==> src/rtl/regfile_scoreboard.sv <==
// Pending-write scoreboard: one busy bit per register, set on issue, cleared on writeback,
// with a registered population count of the busy bits.
module regfile_scoreboard #(
    parameter int unsigned NREGS    = 32,
    parameter int unsigned AW       = $clog2(NREGS),
    parameter int unsigned ZERO_REG = 1
) (
    input  logic             clk,
    input  logic             rst,
    input  logic             issue_valid,
    input  logic [AW-1:0]    issue_rd,
    input  logic             wb_valid,
    input  logic [AW-1:0]    wb_rd,
    output logic [NREGS-1:0] busy,
    output logic [AW:0]      busy_count
);

    localparam int unsigned CW = AW + 1;

    logic [NREGS-1:0] busy_d, busy_q;
    logic [CW-1:0]    count_d, count_q;

    // A same-edge set wins over clear: the writeback retires the older producer.
    always_comb begin
        busy_d  = busy_q;
        count_d = '0;
        for (int unsigned r = 0; r < NREGS; r++) begin
            if (issue_valid && (issue_rd == AW'(r))) begin
                busy_d[r] = 1'b1;
            end else if (wb_valid && (wb_rd == AW'(r))) begin
                busy_d[r] = 1'b0;
            end
        end
        if (ZERO_REG != 0) begin
            busy_d[0] = 1'b0;
        end
        for (int unsigned r = 0; r < NREGS; r++) begin
            count_d = count_d + CW'(busy_d[r]);
        end
    end

    always_ff @(posedge clk) begin
        if (rst) begin
            busy_q  <= '0;
            count_q <= '0;
        end else begin
            busy_q  <= busy_d;
            count_q <= count_d;
        end
    end

    assign busy       = busy_q;
    assign busy_count = count_q;

endmodule

==> src/rtl/register_file_sb.sv <==
// Parametrised register file with NRD combinational read ports, optional write-to-read
// bypass, hardwired-zero register and a pending-write scoreboard for hazard detection.
module register_file_sb #(
    parameter int unsigned XLEN     = 32,
    parameter int unsigned NREGS    = 32,
    parameter int unsigned AW       = $clog2(NREGS),
    parameter int unsigned NRD      = 2,
    parameter int unsigned BYPASS   = 1,
    parameter int unsigned ZERO_REG = 1
) (
    input  logic                clk,
    input  logic                rst,
    input  logic                reg_write,
    input  logic [AW-1:0]       rd,
    input  logic [XLEN-1:0]     write_data,
    input  logic [NRD*AW-1:0]   rs,
    output logic [NRD*XLEN-1:0] read_data,
    input  logic                issue_valid,
    input  logic [AW-1:0]       issue_rd,
    output logic [NRD-1:0]      rs_busy,
    output logic [AW:0]         busy_count
);

    localparam logic [AW-1:0] ZERO_IDX = '0;

    logic [XLEN-1:0]  mem_d [NREGS];
    logic [XLEN-1:0]  mem_q [NREGS];
    logic [NREGS-1:0] busy;
    logic             write_en;

    assign write_en = reg_write && !((ZERO_REG != 0) && (rd == ZERO_IDX));

    always_comb begin
        mem_d = mem_q;
        if (write_en) begin
            mem_d[rd] = write_data;
        end
    end

    always_ff @(posedge clk) begin
        if (rst) begin
            mem_q <= '{default: '0};
        end else begin
            mem_q <= mem_d;
        end
    end

    regfile_scoreboard #(
        .NREGS    (NREGS),
        .AW       (AW),
        .ZERO_REG (ZERO_REG)
    ) u_scoreboard (
        .clk         (clk),
        .rst         (rst),
        .issue_valid (issue_valid),
        .issue_rd    (issue_rd),
        .wb_valid    (reg_write),
        .wb_rd       (rd),
        .busy        (busy),
        .busy_count  (busy_count)
    );

    // Per-port read mux; busy lookup uses registered state only.
    for (genvar i = 0; i < NRD; i++) begin : g_rd
        logic [AW-1:0]   addr;
        logic [XLEN-1:0] port_data;

        assign addr = rs[i*AW +: AW];

        always_comb begin
            port_data = mem_q[addr];
            if ((ZERO_REG != 0) && (addr == ZERO_IDX)) begin
                port_data = '0;
            end else if ((BYPASS != 0) && reg_write && (rd == addr)) begin
                port_data = write_data;
            end
        end

        assign read_data[i*XLEN +: XLEN] = port_data;
        assign rs_busy[i]                = busy[addr];
    end

endmodule
==> config.mk <==
export PLATFORM = sky130hd
export DESIGN_NAME = register_file_sb
export DESIGN_NICKNAME = d
export VERILOG_FILES = /design/src/rtl/regfile_scoreboard.sv /design/src/rtl/register_file_sb.sv
export SDC_FILE = /design/constraint.sdc
export NUM_CORES = 2
export LEC_CHECK = 0
export BUFFER_PORTS_ARGS = -buffer_cell sky130_fd_sc_hd__buf_2
export CAP_MARGIN = 20
export CORE_UTILIZATION = 60
export CTS_CLUSTER_DIAMETER = 150
export CTS_CLUSTER_SIZE = 16
export DETAILED_ROUTE_END_ITERATION = 12
export PLACE_DENSITY = 0.77
export SLEW_MARGIN = 20
export SYNTH_ARGS = -nofsm -noshare
export SYNTH_HDL_FRONTEND = slang
export SYNTH_SLANG_ARGS = --single-unit
export TNS_END_PERCENT = 50
==> constraint.sdc <==
create_clock -name clk -period 20.6 [get_ports clk]
set_clock_uncertainty 0.2 [all_clocks]
set_input_delay 4.12 -clock clk [delete_from_list [all_inputs] [get_ports clk]]
set_output_delay 4.12 -clock clk [all_outputs]
set_load 0.01 [all_outputs]
# ---- Yosys cells after proc, flatten, opt, wreduce, memory -nomap -nowiden
# Index checks and enable logic that the tools add are counted.
dict set report totals {
  out_inout_bits 72
  in_bits 56
  ramBits 0
  wordCells 287
  ff_bits 1062
  latch_bits 0
  n_memories 0
  mem_bits_ro 0
}
dict set report classes {
  n_bitwise 3
  div 0
  n_reduce_logical 70
  eq_ne 64
  n_shift 0
  multipliers 0
  n_addsub 30
  magnitude_cmp 6
  n_mux 79
}
# operator count
set ops {}
lappend ops {{bitwise mux 1024 bit} 1}
lappend ops {{binary-select mux 32 bit (select 5 bit)} 2}
lappend ops {{2-to-1 mux 32 bit} 9}
lappend ops {{adder 6 x 1 -> 6 bit} 29}
lappend ops {{demux 32 bit (select 5 bit)} 1}
lappend ops {{== test 5 bit (second input constant)} 32}
lappend ops {{== test 5 x 4 -> 1 bit (second input constant)} 16}
lappend ops {{logical AND 1 bit} 66}
lappend ops {{2-to-1 mux 1 bit} 64}
lappend ops {{== test 5 x 3 -> 1 bit (second input constant)} 8}
lappend ops {{== test 5 x 2 -> 1 bit (second input constant)} 4}
lappend ops {{greater-or-equal comparator 6 bit (second input constant)} 3}
lappend ops {{NOT 5 -> 6 bit} 3}
lappend ops {{zero test 5 bit} 3}
lappend ops {{< comparator 5 x 6 -> 1 bit (second input constant)} 2}
lappend ops {{binary-select mux 1 bit (select 5 bit)} 2}
lappend ops {{== test 5 x 1 -> 1 bit (second input constant)} 2}
lappend ops {{== test 5 bit} 2}
lappend ops {{< comparator 6 x 1 -> 1 bit (second input constant)} 1}
lappend ops {{adder 1 x 1 -> 2 bit} 1}
lappend ops {{zero test 1 bit} 1}

# ---- Longest topological paths before layout
dict set report depth {
  ltp_word 34
  ltp_mapped 21
  mapped_depth_nobuf 20
}

# ---- By module
# From an unflattened synthesis, not the netlist that was laid out.
dict set report unflattened {
  hier_cells 6305
  hier_area_um2 54940.2
}
# module n_inst seq_area_each_um2 cells_each area_each_um2
set modules_own_cells {}
lappend modules_own_cells {register_file_sb 1 20499.7 6036 52575.4}
lappend modules_own_cells {regfile_scoreboard 1 740.7 269 2364.8}

# ---- Least setup slack after synthesis
# No wires, ideal clock.
dict set report synth_path {
  path_kind {input port to output port}
  startpoint {input rs[0]}
  endpoint {output read_data[10]}
  t_required_ps 16280
  cell_stages 7
  n_path_buf 3
  t_arrival_ps 5714
  slack_ps 10566
  path_cell_list {buf_2 -> buf_4 -> buf_2 -> mux4_2 -> o22ai_1 -> nor2_1 -> a32o_1}
}
dict set report synth_via {
  elab_chain_cells 6
  elab_cells_between_ends 9
  cone_classes {eq/ne (1); mux (5); bitwise (1); reduce/logical (2)}
}
# item line
set synth_lines {}
lappend synth_lines {{from (decl)} register_file_sb.sv:16} ;# input logic [NRD*AW-1:0] rs,
lappend synth_lines {{NOT 5 -> 6 bit (not written as such)} register_file_sb.sv:71} ;# port_data = mem_q[addr];
lappend synth_lines {{binary-select mux 32 bit (select 5 bit)} register_file_sb.sv:71}
lappend synth_lines {{2-to-1 mux 32 bit (not written as such) (2 in series)} register_file_sb.sv:71}
lappend synth_lines {{2-to-1 mux 32 bit} register_file_sb.sv:74} ;# end else if ((BYPASS != 0) && reg_write && (rd == addr)) begin
lappend synth_lines {{2-to-1 mux 32 bit (*)} register_file_sb.sv:72} ;# if ((ZERO_REG != 0) && (addr == ZERO_IDX)) begin
lappend synth_lines {{to (decl)} register_file_sb.sv:17} ;# output logic [NRD*XLEN-1:0] read_data,
# Every way passes the cells marked *; elsewhere a longest branch is shown, timed or not. The select of a mux whose other input is x is not followed.

# ---- Worst setup path after layout
dict set report layout_path {
  startpoint {input rs[5]}
  endpoint {output read_data[33]}
}
# Same word-level chain as after synthesis.

==> results.yml <==
outcome:
  run_status: "completed"
synthesis:
  synth.net_count: 6141
  synth_top_family_by_area: "multiplexers"
  synthMuxAreaShare_pct: 23.44
  syn_inst: 6053
  synthesis.area_um2: 54180
  synth-adder-area-share_pct: 1.058
  synth-edff-count: 0
  yosys_warnings: 0
  synth-simple-area-share_pct: 16.29
  ys_ff_latch: 1061
  ys.flop_type: "dfxtp_1"
  synth_compound_area_share_pct: 14.39
  synth.yosys.seq_area_share_pct: 39.20
  avgSynthCellArea_um2: 8.951
  synthArstFlopShare_pct: 0
  synthXorXnorAreaFrac_pct: 0.1940
  ys_types: 59
detailed_routing:
  wl_um: 198000
  drcViolationCount: 0
  vias: 49100
  post_drt_wl_per_cell_um: 28.70
  drtIter0Drc: 7846
  via_per_inst: 7.118
  antenna_left: 0
  drt-pass1-iter-count: 6
run:
  drv_cap: 0
setup_path:
  path_class: "in -> out"
  worst_ep_arrival_time_ns: 8.69
  worstPathMaxFanout: 97
  setup.worst_path.start_class: "input pin"
  endpoint_kind: "output pin"
  required_ns: 16.28
clocking:
  cts_tree: "built"
  clock-root-buffer: "clkbuf_16"
  cts_setup_buffers: 0
  holdBufCountCts: 0
  clk-insertion-delay-late_ns: 0.71
  cts_resized: 0
  clockBufferDepth: 3
  htree_levels: 3
  cts_buffers: 76
  cts.sinks: 1061
  clkTransAtPathRegs_ns: 0.07
sta:
  tightest_slew_ns: 1.285
  max_freq_ghz: 0.07687
  slew_headroom_pct: 14.33
  fin_tns_setup_ns: 0
  min_period_over_period_pct: 63.15
  layout_min_cycle_time_ns: 13.01
  rsz0062_at_grt: "no"
  whs_ns: 0.2656
  slew_viol_final: 0
  hold_viol: 0
  setup_viol: 0
die:
  row_count: 109
  fp.dieH_um: 302.5
  ios: 128
  die_area_um2: 91510
  core_um2: 88920
  initial_core_util_pct: 60.93
  die_w_um: 302.5
placement:
  dp.cells: 6806
  dp_hpwl_um: 109700
  detailed_place.area_um2: 54690
  globalplace.congestion: 0.9209
  io_buffers: 127
finish:
  syn_to_final_growth_pct: 4.713
  postLayoutCellArea_um2: 56740
  nNetsFinal: 5807
  drive_gt1_share_pct: 15.90
  finalNonFillerCells: 6898
global_routing:
  antenna_found_initial: 16
  grt_use_met1_pct: 53.23
  grt_start_max_net_pins: 230
  grt_pass1_wl_um: 291900
  grt.busiest_layer: "met2"
  gr-total-overflow: 0
  grt_pass1_vias: 47150
  met3_usage_pct: 14.60
  track_usage_pct: 42.94
  grtUsageMet2_pct: 63.03
power_and_ir_drop:
  ir_worst_vdd_mv: 0.07552
  total_power_mw: 3.902
  leakagePower_nw: 18.36
  power_density_nw_per_um2: 68.78
hold_path:
  hp-class: "reg -> reg"
-- per-stage QoR --
step                worst slack [ns]  utilization (%)
floorplan                      10.57                -
global placement               7.614            61.51
detailed placement             7.620            61.51
CTS                            7.571            63.78
global route                   7.313            63.79
finish                         7.591            63.81
-- state kept, by name (all words and copies together), names as in the netlist --
name and cells:
mem_q 1024, u_scoreboard.busy 31, u_scoreboard.busy_count 6
-- report_power, final --
part / switching [mW] / internal (mW) / total (mW)
Clock: 0.760 / 0.666 / 1.43
Combinational: 0.281 / 0.118 / 0.400
Sequential: 0.0112 / 2.07 / 2.08
-- Yosys cell counts (4+ instances only) --
library cell,n,area [um2]
mux2_2,8,90.09
buf_1,40,150.1
o221ai_1,5,43.79
o22ai_1,65,406.6
buf_2,129,645.6
o22a_1,12,105.1
nand2b_1,8,50.05
mux4_2,503,11330
mux2i_1,118,1181
nor2_1,101,379.1
a32o_1,32,320.3
a221oi_1,12,105.1
o211ai_1,5,37.54
a22oi_1,129,968.4
inv_1,28,105.1
nand3_1,5,25.02
a21oi_1,1020,5105
mux2_1,9,101.4
ha_1,9,112.6
nor3_1,6,30.03
a31oi_1,11,68.82
fa_1,23,460.4
o21ai_0,15,75.07
clkbuf_1,431,1618
a22o_1,18,157.7
a221o_1,20,200.2
o2111ai_1,7,61.31
xnor2_1,11,96.34
buf_6,19,214.0
and2_1,6,37.54
nor3b_1,4,30.03
nor2b_1,61,381.6
nand3b_1,6,45.04
nand2_1,2054,7710
buf_4,23,172.7
dfxtp_1,1061,21240
-- critical path: stages --
cell and delay [ns]:
buf_8 0.50, buf_4 0.78, buf_12 0.70, buf_4 0.81, mux4_2 0.60, a22oi_1 0.30, a21oi_1 0.22, a221o_1 0.34
buf_2 0.16
-- cell type report --
type	instances	area, um2
fillers	7181	32180
multi-input cells	4319	30360
flip-flops and latches	1061	21240
clock buffers	76	1902
repair buffers	232	1526
well taps	1165	1458
clock inverters	8	122.6
inverters	29	108.9
diodes	8	20.02
-- layout by cell type, fill, tap and decap left out, types with 6 or more instances in the layout --
cell / count
a32o_1: 32
nand2b_1: 8
nand2_2: 31
o22a_1: 12
a22o_1: 18
o2111ai_1: 7
o21ai_0: 14
mux2i_1: 118
mux4_2: 503
buf_4: 102
nor2_4: 32
a221o_1: 20
mux2_1: 9
ha_1: 9
nand2_1: 2023
a22oi_1: 129
o22ai_1: 65
a21oi_1: 1020
fa_1: 23
nor2b_1: 59
nand3b_1: 6
inv_1: 28
dfxtp_1: 1061
a221oi_1: 12
clkbuf_16: 76
nor2_1: 69
mux2_2: 8
xnor2_1: 11
a31oi_1: 11
buf_2: 121
nor3_1: 6
diode_2: 8
-- final timing paths --
path,startpoint,to,slack (ns),cells after the start
setup / recovery,rs[5],read_data[33],7.59,9
hold / removal,mem_q[789],mem_q[789],0.27,2
setup reg to reg,u_scoreboard.busy[1],u_scoreboard.busy_count[4],15.11,16
hold reg to reg,mem_q[789],mem_q[789],0.27,2
-- logic make-up after synthesis --
kind of cell    after synthesis
xor+xnor                     12
mux                         638
compound gates             1368
flops                      1061
buf+inv                     673
simple gates               2269
fa+ha+maj                    32
-- routing by layer --
| metal | wire length [um] | vias up |
|---|---|---|
| li1 | - | 20450 |
| met1 | 64950 | 23200 |
| met2 | 83670 | 4170 |
| met3 | 31740 | 1268 |
| met4 | 17340 | 16 |
| met5 | 265 | - |
Note: power is estimated with default switching activity, not from simulation.
